==> src/rtl/bp_stream_pump_out.sv <==
// Transmit-side stream pump: turns one-beat-at-a-time FSM requests into a BedRock
// memory stream with a two-entry output buffer, critical-word-first beat counting and last generation.

module bp_stream_pump_out_chk
  #(parameter int hdr_width_p   = 54
  , parameter int align_width_p = 3
  )
  (input  logic                     clk_i
  , input logic                     reset_n_i
  , input logic                     streaming_i
  , input logic [hdr_width_p-1:0]   header_i
  , input logic                     multi_v_i
  , input logic [align_width_p-1:0] align_i
  );

  // The header must not change while a multi-beat message is in flight
  a_hdr_stable: assert property (@(posedge clk_i) disable iff (!reset_n_i)
    streaming_i |-> $stable(header_i));

  // Multi-beat messages must start on a stream-word boundary
  a_addr_align: assert property (@(posedge clk_i) disable iff (!reset_n_i)
    multi_v_i |-> (align_i == {align_width_p{1'b0}}));

endmodule

module bp_stream_pump_out
  #(parameter int paddr_width_p        = 40
  , parameter int lce_id_width_p       = 4
  , parameter int lce_assoc_p          = 8
  , parameter int stream_data_width_p  = 64
  , parameter int block_width_p        = 512
  , parameter logic [15:0] payload_mask_p = 16'h0000
  , localparam int stream_words_lp     = block_width_p / stream_data_width_p
  , localparam int data_len_width_lp   = (stream_words_lp > 1) ? $clog2(stream_words_lp) : 1
  , localparam int xce_mem_msg_header_width_lp =
      lce_id_width_p + $clog2(lce_assoc_p) + 4 + 3 + paddr_width_p
  )
  (input  logic                                   clk_i
  , input  logic                                  reset_n_i
  , input  logic [xce_mem_msg_header_width_lp-1:0] fsm_base_header_i
  , input  logic [stream_data_width_p-1:0]         fsm_data_i
  , input  logic                                  fsm_v_i
  , output logic                                  fsm_ready_and_o
  , output logic [data_len_width_lp-1:0]          fsm_cnt_o
  , output logic                                  fsm_new_o
  , output logic                                  fsm_done_o
  , output logic [xce_mem_msg_header_width_lp-1:0] mem_header_o
  , output logic [stream_data_width_p-1:0]         mem_data_o
  , output logic                                  mem_v_o
  , output logic                                  mem_last_o
  , input  logic                                  mem_ready_and_i
  );

  // Header layout, LSB first: addr, size (log2 bytes), msg_type, payload
  localparam int stream_offset_lp = $clog2(stream_data_width_p / 8);
  localparam int size_lsb_lp      = paddr_width_p;
  localparam int msg_type_lsb_lp  = paddr_width_p + 3;
  localparam int entry_width_lp   = 1 + xce_mem_msg_header_width_lp + stream_data_width_p;

  typedef logic [data_len_width_lp:0]   beats_t;
  typedef logic [data_len_width_lp-1:0] cnt_t;

  function automatic beats_t calc_beats(input logic [2:0] size, input logic has_data);
    int words;
    words = 32'sd1;
    if (has_data && (int'(size) > stream_offset_lp)) begin
      words = 32'sd1 << (int'(size) - stream_offset_lp);
    end
    else begin
      words = 32'sd1;
    end
    if (words > stream_words_lp) begin
      words = stream_words_lp;
    end
    else begin
      words = words;
    end
    return beats_t'(words);
  endfunction

  logic [2:0] size_s;
  logic [3:0] msg_type_s;
  cnt_t       first_cnt_s;
  beats_t     beats_s;
  logic       multi_s;
  logic       accept_s;
  logic       last_s;
  logic       new_s;
  logic       streaming_s;
  cnt_t       cnt_s;
  logic       ready_en_r;

  assign size_s      = fsm_base_header_i[size_lsb_lp+:3];
  assign msg_type_s  = fsm_base_header_i[msg_type_lsb_lp+:4];
  assign first_cnt_s = fsm_base_header_i[stream_offset_lp+:data_len_width_lp];
  assign beats_s     = calc_beats(size_s, payload_mask_p[msg_type_s]);
  assign multi_s     = (beats_s > beats_t'(1'b1));

  // Two-entry output buffer of {last, header, data}
  logic [entry_width_lp-1:0] fifo_mem_r [2];
  logic                      wr_ptr_r;
  logic                      rd_ptr_r;
  logic [1:0]                count_r;
  logic                      deq_s;
  logic                      entry_last_s;

  assign fsm_ready_and_o = ready_en_r & (count_r != 2'd2);
  assign accept_s        = fsm_v_i & fsm_ready_and_o;
  assign mem_v_o         = (count_r != 2'd0);
  assign deq_s           = mem_v_o & mem_ready_and_i;
  assign {entry_last_s, mem_header_o, mem_data_o} = fifo_mem_r[rd_ptr_r];
  // A stale entry must not show last while the buffer is empty
  assign mem_last_o      = mem_v_o & entry_last_s;

  // Ready is held low during reset and for the first cycle after it
  always_ff @(posedge clk_i or negedge reset_n_i) begin
    if (!reset_n_i) begin
      ready_en_r <= 1'b0;
    end
    else begin
      ready_en_r <= 1'b1;
    end
  end

  // Buffer pointers and occupancy
  always_ff @(posedge clk_i or negedge reset_n_i) begin
    if (!reset_n_i) begin
      wr_ptr_r <= 1'b0;
      rd_ptr_r <= 1'b0;
      count_r  <= 2'd0;
    end
    else begin
      if (accept_s) begin
        wr_ptr_r <= ~wr_ptr_r;
      end
      if (deq_s) begin
        rd_ptr_r <= ~rd_ptr_r;
      end
      count_r <= count_r + {1'b0, accept_s} - {1'b0, deq_s};
    end
  end

  // Buffer storage; contents are qualified by count_r so no reset is needed
  always_ff @(posedge clk_i) begin
    if (accept_s) begin
      fifo_mem_r[wr_ptr_r] <= {last_s, fsm_base_header_i, fsm_data_i};
    end
  end

  if (stream_words_lp > 1) begin : g_multi
    typedef enum logic {e_idle, e_stream} state_e;

    state_e state_r, state_n;
    cnt_t   cnt_r, cnt_n;
    beats_t beat_r, beat_n;

    // Beat counter and message-phase state
    always_ff @(posedge clk_i or negedge reset_n_i) begin
      if (!reset_n_i) begin
        state_r <= e_idle;
        cnt_r   <= cnt_t'(1'b0);
        beat_r  <= beats_t'(1'b0);
      end
      else begin
        state_r <= state_n;
        cnt_r   <= cnt_n;
        beat_r  <= beat_n;
      end
    end

    // Next-state, word index and first/last decode
    always_comb begin
      state_n = state_r;
      cnt_n   = cnt_r;
      beat_n  = beat_r;
      cnt_s   = cnt_r;
      last_s  = 1'b0;
      new_s   = 1'b0;
      case (state_r)
        e_idle: begin
          cnt_s  = first_cnt_s;
          last_s = ~multi_s;
          if (accept_s && multi_s) begin
            new_s   = 1'b1;
            state_n = e_stream;
            cnt_n   = first_cnt_s + cnt_t'(1'b1);
            beat_n  = beats_t'(1'b1);
          end
          else begin
            state_n = e_idle;
          end
        end
        e_stream: begin
          last_s = (beat_r == (beats_s - beats_t'(1'b1)));
          if (accept_s) begin
            cnt_n  = cnt_r + cnt_t'(1'b1);
            beat_n = beat_r + beats_t'(1'b1);
            if (last_s) begin
              state_n = e_idle;
            end
            else begin
              state_n = e_stream;
            end
          end
          else begin
            state_n = e_stream;
          end
        end
        default: begin
          state_n = e_idle;
        end
      endcase
    end

    assign streaming_s = (state_r == e_stream);
  end
  else begin : g_single
    assign last_s      = 1'b1;
    assign new_s       = 1'b0;
    assign cnt_s       = cnt_t'(1'b0);
    assign streaming_s = 1'b0;
  end

  assign fsm_cnt_o  = ready_en_r ? cnt_s : cnt_t'(1'b0);
  assign fsm_new_o  = accept_s & new_s;
  assign fsm_done_o = accept_s & last_s;

  bp_stream_pump_out_chk
    #(.hdr_width_p(xce_mem_msg_header_width_lp)
    , .align_width_p(stream_offset_lp)
    )
    chk
    (.clk_i       (clk_i)
    , .reset_n_i  (reset_n_i)
    , .streaming_i(streaming_s)
    , .header_i   (fsm_base_header_i)
    , .multi_v_i  (fsm_v_i & multi_s)
    , .align_i    (fsm_base_header_i[stream_offset_lp-1:0])
    );

endmodule

==> config.mk <==
export PLATFORM = sky130hd
export DESIGN_NAME = bp_stream_pump_out
export DESIGN_NICKNAME = d
export VERILOG_FILES = /design/src/rtl/bp_stream_pump_out.sv
export SDC_FILE = /design/constraint.sdc
export NUM_CORES = 1
export LEC_CHECK = 0
export CAP_MARGIN = 20
export CORE_MARGIN = 8
export CORE_UTILIZATION = 30
export CTS_BUF_LIST = sky130_fd_sc_hd__clkbuf_2 sky130_fd_sc_hd__clkbuf_4 sky130_fd_sc_hd__clkbuf_8
export CTS_CLUSTER_SIZE = 28
export DETAILED_ROUTE_END_ITERATION = 6
export HOLD_SLACK_MARGIN = 0.1
export PLACE_DENSITY = 0.51
export SYNTH_ARGS = -nofsm -noshare
export SYNTH_HDL_FRONTEND = slang
export SYNTH_SLANG_ARGS = --single-unit
==> constraint.sdc <==
create_clock -name clk_i -period 11.2 [get_ports clk_i]
set_input_delay 2.24 -clock clk_i [delete_from_list [all_inputs] [get_ports clk_i]]
set_output_delay 2.24 -clock clk_i [all_outputs]
set_load 0.02 [all_outputs]
-- Word-level counts from Yosys, hierarchy flattened
Memories as Yosys holds them, arrays and structs flattened.
Cells that the tools add are included.
- input bits: 122
- output and inout bits: 126
- word-level logic and storage cells: 58
- memories: 2
- bits in read-only memories: 16
- register bits after elaboration: 13
- RAM bits: 238
- reductions and logical operators: 4
- add/subtract/negate cells: 7
- order comparisons: 4
- equality and inequality tests: 4
- bitwise gates (word level): 10
- mux-type cells: 19
- shift-type cells: 1
- memory list (memory ; words ; bits a word ; rd ports ; clocked after Yosys merged registers in ; write ports ; RTL line ; text):
    fifo_mem_r ; 2 ; 119 ; 1 ; 0 ; 1 ; 100 ; logic [entry_width_lp-1:0] fifo_mem_r [2];
    (name not given) ; 16 ; 1 ; 1 ; 0 ; 0 ; 96 ; assign beats_s = calc_beats(size_s, payload_mask_p[msg_type_s]);
- operators by type and width (kind ; count):
    $gt A32 B5 Y1 const B ; 1
    $mux W32 ; 1
    $shl A1 B32 Y32 const A ; 1
    $mux W3 ; 4
    $mux W4 ; 3
    $pmux W4 S2 ; 1
    $mux W1 ; 7
    $add A3 B1 Y3 const B ; 2
    $and A1 B1 Y1 ; 6
    $ne A2 B2 Y1 const B ; 3
    $pmux W3 S2 ; 1
    $lt A4 B5 Y1 const B ; 1
    $add A4 B1 Y4 const B ; 1
    $eq A4 B4 Y1 ; 1
    $gt A4 B1 Y1 const B ; 1
    $not A1 Y1 ; 4
    $pmux W1 S2 ; 2
    $sub A3 B2 Y4 const B ; 1
    $sub A4 B1 Y4 const B ; 1
    $gt A3 B2 Y1 const B ; 1
    $add A2 B1 Y2 ; 1
    $logic_and A1 B1 Y1 ; 2
    $reduce_and A2 Y1 ; 1
    $reduce_bool A2 Y1 ; 1
    $sub A2 B1 Y2 ; 1

-- Depth between registers and ports, before layout
- depth in word-level cells: 11
- gate-level depth with buffers: 6
- depth with buffers taken out: 6

-- Least setup slack after synthesis
OpenSTA, ideal clock, no wires.
- path type: input port to flip-flop
- start point: input fsm_v_i
- end point: memory fifo_mem_r[0][0] in the netlist's numbering (enable)
- slack: 2.972 ns
- path buffers: 0
- data required time: 10.602 ns
- data arrival time: 7.630 ns
- stages: 3
- setup time: 0.598 ns
- cell sequence: nand2_1 -> or2_2 -> nor2_1
- cells in the longest elaborated chain, start to end: 3
- RTL lines (item ; RTL line ; text):
    start: declaration ; 42 ; , input logic fsm_v_i
    $and A1 B1 Y1 ; 108 ; assign accept_s = fsm_v_i & fsm_ready_and_o;
    $mux W1 ; 145 ; if (accept_s) begin
    $mux W1 (not written as such) ; 146 ; fifo_mem_r[wr_ptr_r] <= {last_s, fsm_base_header_i, fsm_data_i};
    end: declaration ; 100 ;
No other way between the ends.

-- Worst setup path in the final report
- start point: input fsm_v_i
- end point: output fsm_done_o
- cells in the longest elaborated chain, start to end: 2
- RTL lines (item ; RTL line ; text):
    $and A1 B1 Y1 ; 108 ;
    $and A1 B1 Y1 ; 226 ; assign fsm_done_o = accept_s & last_s;
    end: declaration ; 46 ; , output logic fsm_done_o
No other way between the ends.

==> flow_summary_export.csv <==
group,metric,value,unit
status,status,"finished, final reports clean",
setup_path,endpoint,"fsm_done_o",
yosys,syn-mean-instance-area,21.2,um^2
global_routing,grt_pass1_vias,5516,
min_path,hp-class,"reg2reg",
sta,finalSetupTns,0,ps
sta,grt_setup_unrepaired,"false",
power_and_ir_drop,p_leak,0.00438,uW
global_routing,overflow,0,
routing,drc,0,
sta,finClkSkew,12.8,ps
global_routing,antenna_found_initial,0,
setup_path,cp_slowest_cell,"clkdlybuf4s50_1",
global_routing,grt_pass1_wl,31.7,mm
yosys,postSynthCellCount,439,
floorplan,die_area,36800,um^2
setup_path,arrival,3990,ps
yosys,syn_nets,565,
clock_tree,clock_latency,520,ps
setup_path,critPathCaptureType,"output pin",
setup_path,cp-start-kind,"primary input",
global_routing,grt_usage,11.1,%
yosys,yosys.area.top_type,"edfxtp_1",
clock_tree,cts_setup_buffers,0,
routing,routedWlPerCell,18.6,um
yosys,synth.distinct_cells,26,
yosys,yosysMostFrequentCell,"edfxtp_1",
setup_path,worst_ep_required_time,8960,ps
setup_path,cp_slowest_stage_delay,630,ps
power_and_ir_drop,p_per_area,231,nW/um^2
final_layout,design_area,13000,um^2
clock_tree,cts_tree,"yes",
setup_path,r2r_start,"ready_en_r",
placement,placed_cell_area,12200,um^2
clock_tree,ctsResizeCount,0,
routing,vias,4917,
floorplan,row_count,64,
yosys,yosys_register_bits,251,
yosys,async_flop_share,5.18,%
clock_tree,cts_root_buf,"clkbuf_8",
yosys,synth_ff_type,"edfxtp_1",
setup_path,path_cells,"clkdlybuf4s50_1 > nand2_1 > or2_2 > a21oi_1 > clkdlybuf4s50_1",
yosys,synth_area,9290,um^2
placement,port_buffers,246,
sta,timing.final.ws_setup,4970,ps
yosys,synthTopCellsByCount,"238 x edfxtp_1, 120 x mux2_2, 13 x dfrtp_1",
clock_tree,cts-htree-levels,2,
final_layout,final_net_count,842,
floorplan,ios,248,
setup_path,crit_path_frequent_cell,"clkdlybuf4s50_1",
setup_path,r2r_slack,8330,ps
sta,period_share,55.6,%
final_layout,layout-drive-gt1-share,26.1,%
global_routing,grt_max_degree,67,
floorplan,chipHeight,192,um
routing,wirelength,21.2,mm
clock_tree,hold_buffers,0,
sta,max_slew_margin,35.6,%
final_layout,syn_to_final_growth,39.7,%
yosys,yosys-top-cells-area,"edfxtp_1 77%, mux2_2 15%, dfrtp_1 3.5%",
yosys,synth_edf_count,238,
flow_run,maxCapViolations,0,
sta,finalHoldViolations,0,
routing,drt_iter0_drc,144,
sta,period_needed,6230,ps
placement,dp_slack,4980,ps
routing,ant_nets,0,
floorplan,die_w,192,um
sta,drv_slew,0,
clock_tree,numCtsBuffers,42,
yosys,ys_warn_count,0,
setup_path,worstSetupPathType,"in2out",
power_and_ir_drop,peakVddDrop,0.108,mV
routing,first_pass_iters,4,
yosys,yosysSeqAreaShare,80.5,%
yosys,synth_top_area_share,77.0,%
sta,worst_slew_pin_slew,966,ps
sta,max_freq,0.161,GHz
placement,dp_hpwl,14.3,mm
setup_path,startpoint,"fsm_v_i",
setup_path,worstPathMaxFanout,7,
final_layout,diodes,0,
clock_tree,cts.sinks,251,
setup_path,rr_worst_depth,4,
setup_path,r2r_end,"fifo_mem_r[1][86]",
floorplan,start_util,30.4,%
sta,setup_viol_count_final,0,
placement,gp_congestion,0.717,
clock_tree,path_clk_slew,60,ps
routing,viasPerCell,4.30,
floorplan,core-area,30500,um^2
clock_tree,cts_max_path_buffers,3,
[registers in the layout, indices dropped and copies added (netlist names)]
name             cells
rd_ptr_r             1
count_r              2
fifo_mem_r         238
g_multi.cnt_r        3
ready_en_r           1
g_multi.state_r      1
g_multi.beat_r       4
wr_ptr_r             1
[logic make-up after synthesis]
| logic type | share of synthesized area (%) |
|---|---|
| AO/OA/AOI/OAI | 0.121 |
| XOR/XNOR | 0.943 |
| adder cells (fa/ha/maj) | 0.539 |
| buffers and inverters | 1.31 |
| flip-flops | 80.5 |
| multiplexers | 15.1 |
| other | 0.0809 |
| AND/OR/NAND/NOR | 1.46 |
[stage by stage]
stage	cells	utilization [%]	total power (uW)	hold WS, ps
2_1_floorplan	439	-	1830	439
3_3_place_gp	1068	39.9	2280	460
3_5_place_dp	1068	39.9	2290	459
4_1_cts	1143	42.5	3070	473
5_1_grt	1143	42.5	3150	503
6_report	1143	42.5	3000	470
[worst min-delay path by stage]
stage / startpoint / to / depth (start not counted)
finish: g_multi.beat_r[3] / g_multi.beat_r[3] / 1
global route: g_multi.beat_r[3] / g_multi.beat_r[3] / 1
CTS: g_multi.beat_r[3] / g_multi.beat_r[3] / 1
detailed placement: g_multi.beat_r[3] / g_multi.beat_r[3] / 1
global placement: g_multi.beat_r[3] / g_multi.beat_r[3] / 1
floorplan: g_multi.cnt_r[0] / g_multi.cnt_r[0] / 1
[power by group]
part	leakage, uW	internal (uW)	switching [uW]
clock	0.000421	412	339
combinational	0.00163	510	489
sequential	0.00233	1170	78.9
total	0.00438	2090	906
[placed cells by master, fill, tap and decap left out, types with 2 or more instances in the layout]
| cell type | netlist | routed |
|---|---|---|
| mux2i_1 | 2 | 2 |
| dfrtp_1 | 13 | 12 |
| mux2_4 | 2 | 2 |
| clkinv_1 | 0 | 13 |
| clkbuf_4 | 0 | 11 |
| edfxtp_1 | 238 | 238 |
| and2_1 | 4 | 3 |
| clkinv_2 | 0 | 5 |
| buf_4 | 1 | 4 |
| nand2_1 | 5 | 5 |
| clkbuf_8 | 0 | 46 |
| mux2_2 | 120 | 120 |
| clkdlybuf4s50_1 | 0 | 246 |
| conb_1 | 2 | 2 |
| ha_1 | 4 | 4 |
| inv_1 | 5 | 5 |
| nor2_1 | 5 | 4 |
| xnor2_1 | 6 | 6 |
| nor3_1 | 4 | 4 |
| xor2_1 | 4 | 4 |
[per-layer routing]
layer	share of wire (%)	global-route usage (%)	routed length, um
met5	0	0	0
met4	2.0	3.61	418
met3	8.5	4.12	1810
met2	51	19.5	10800
met1	39	12.2	8180
[area by class of cell]
cell class                 instances  area, um^2
clock buffer                      57         716
clock inverter                    18        73.8
fill                            2731       17500
inverter                           5        18.8
multi-input combinational        166        1700
sequential                       251        7480
tap                              396         495
timing repair buffer             250        2490
[critical path, delay by kind of cell]
kind / cells / cell delay (ps)
AO/OA/AOI/OAI: 1 / 140
buffers and inverters: 2 / 1090
AND/OR/NAND/NOR: 2 / 520
Note: power is estimated with default switching activity, not from simulation.
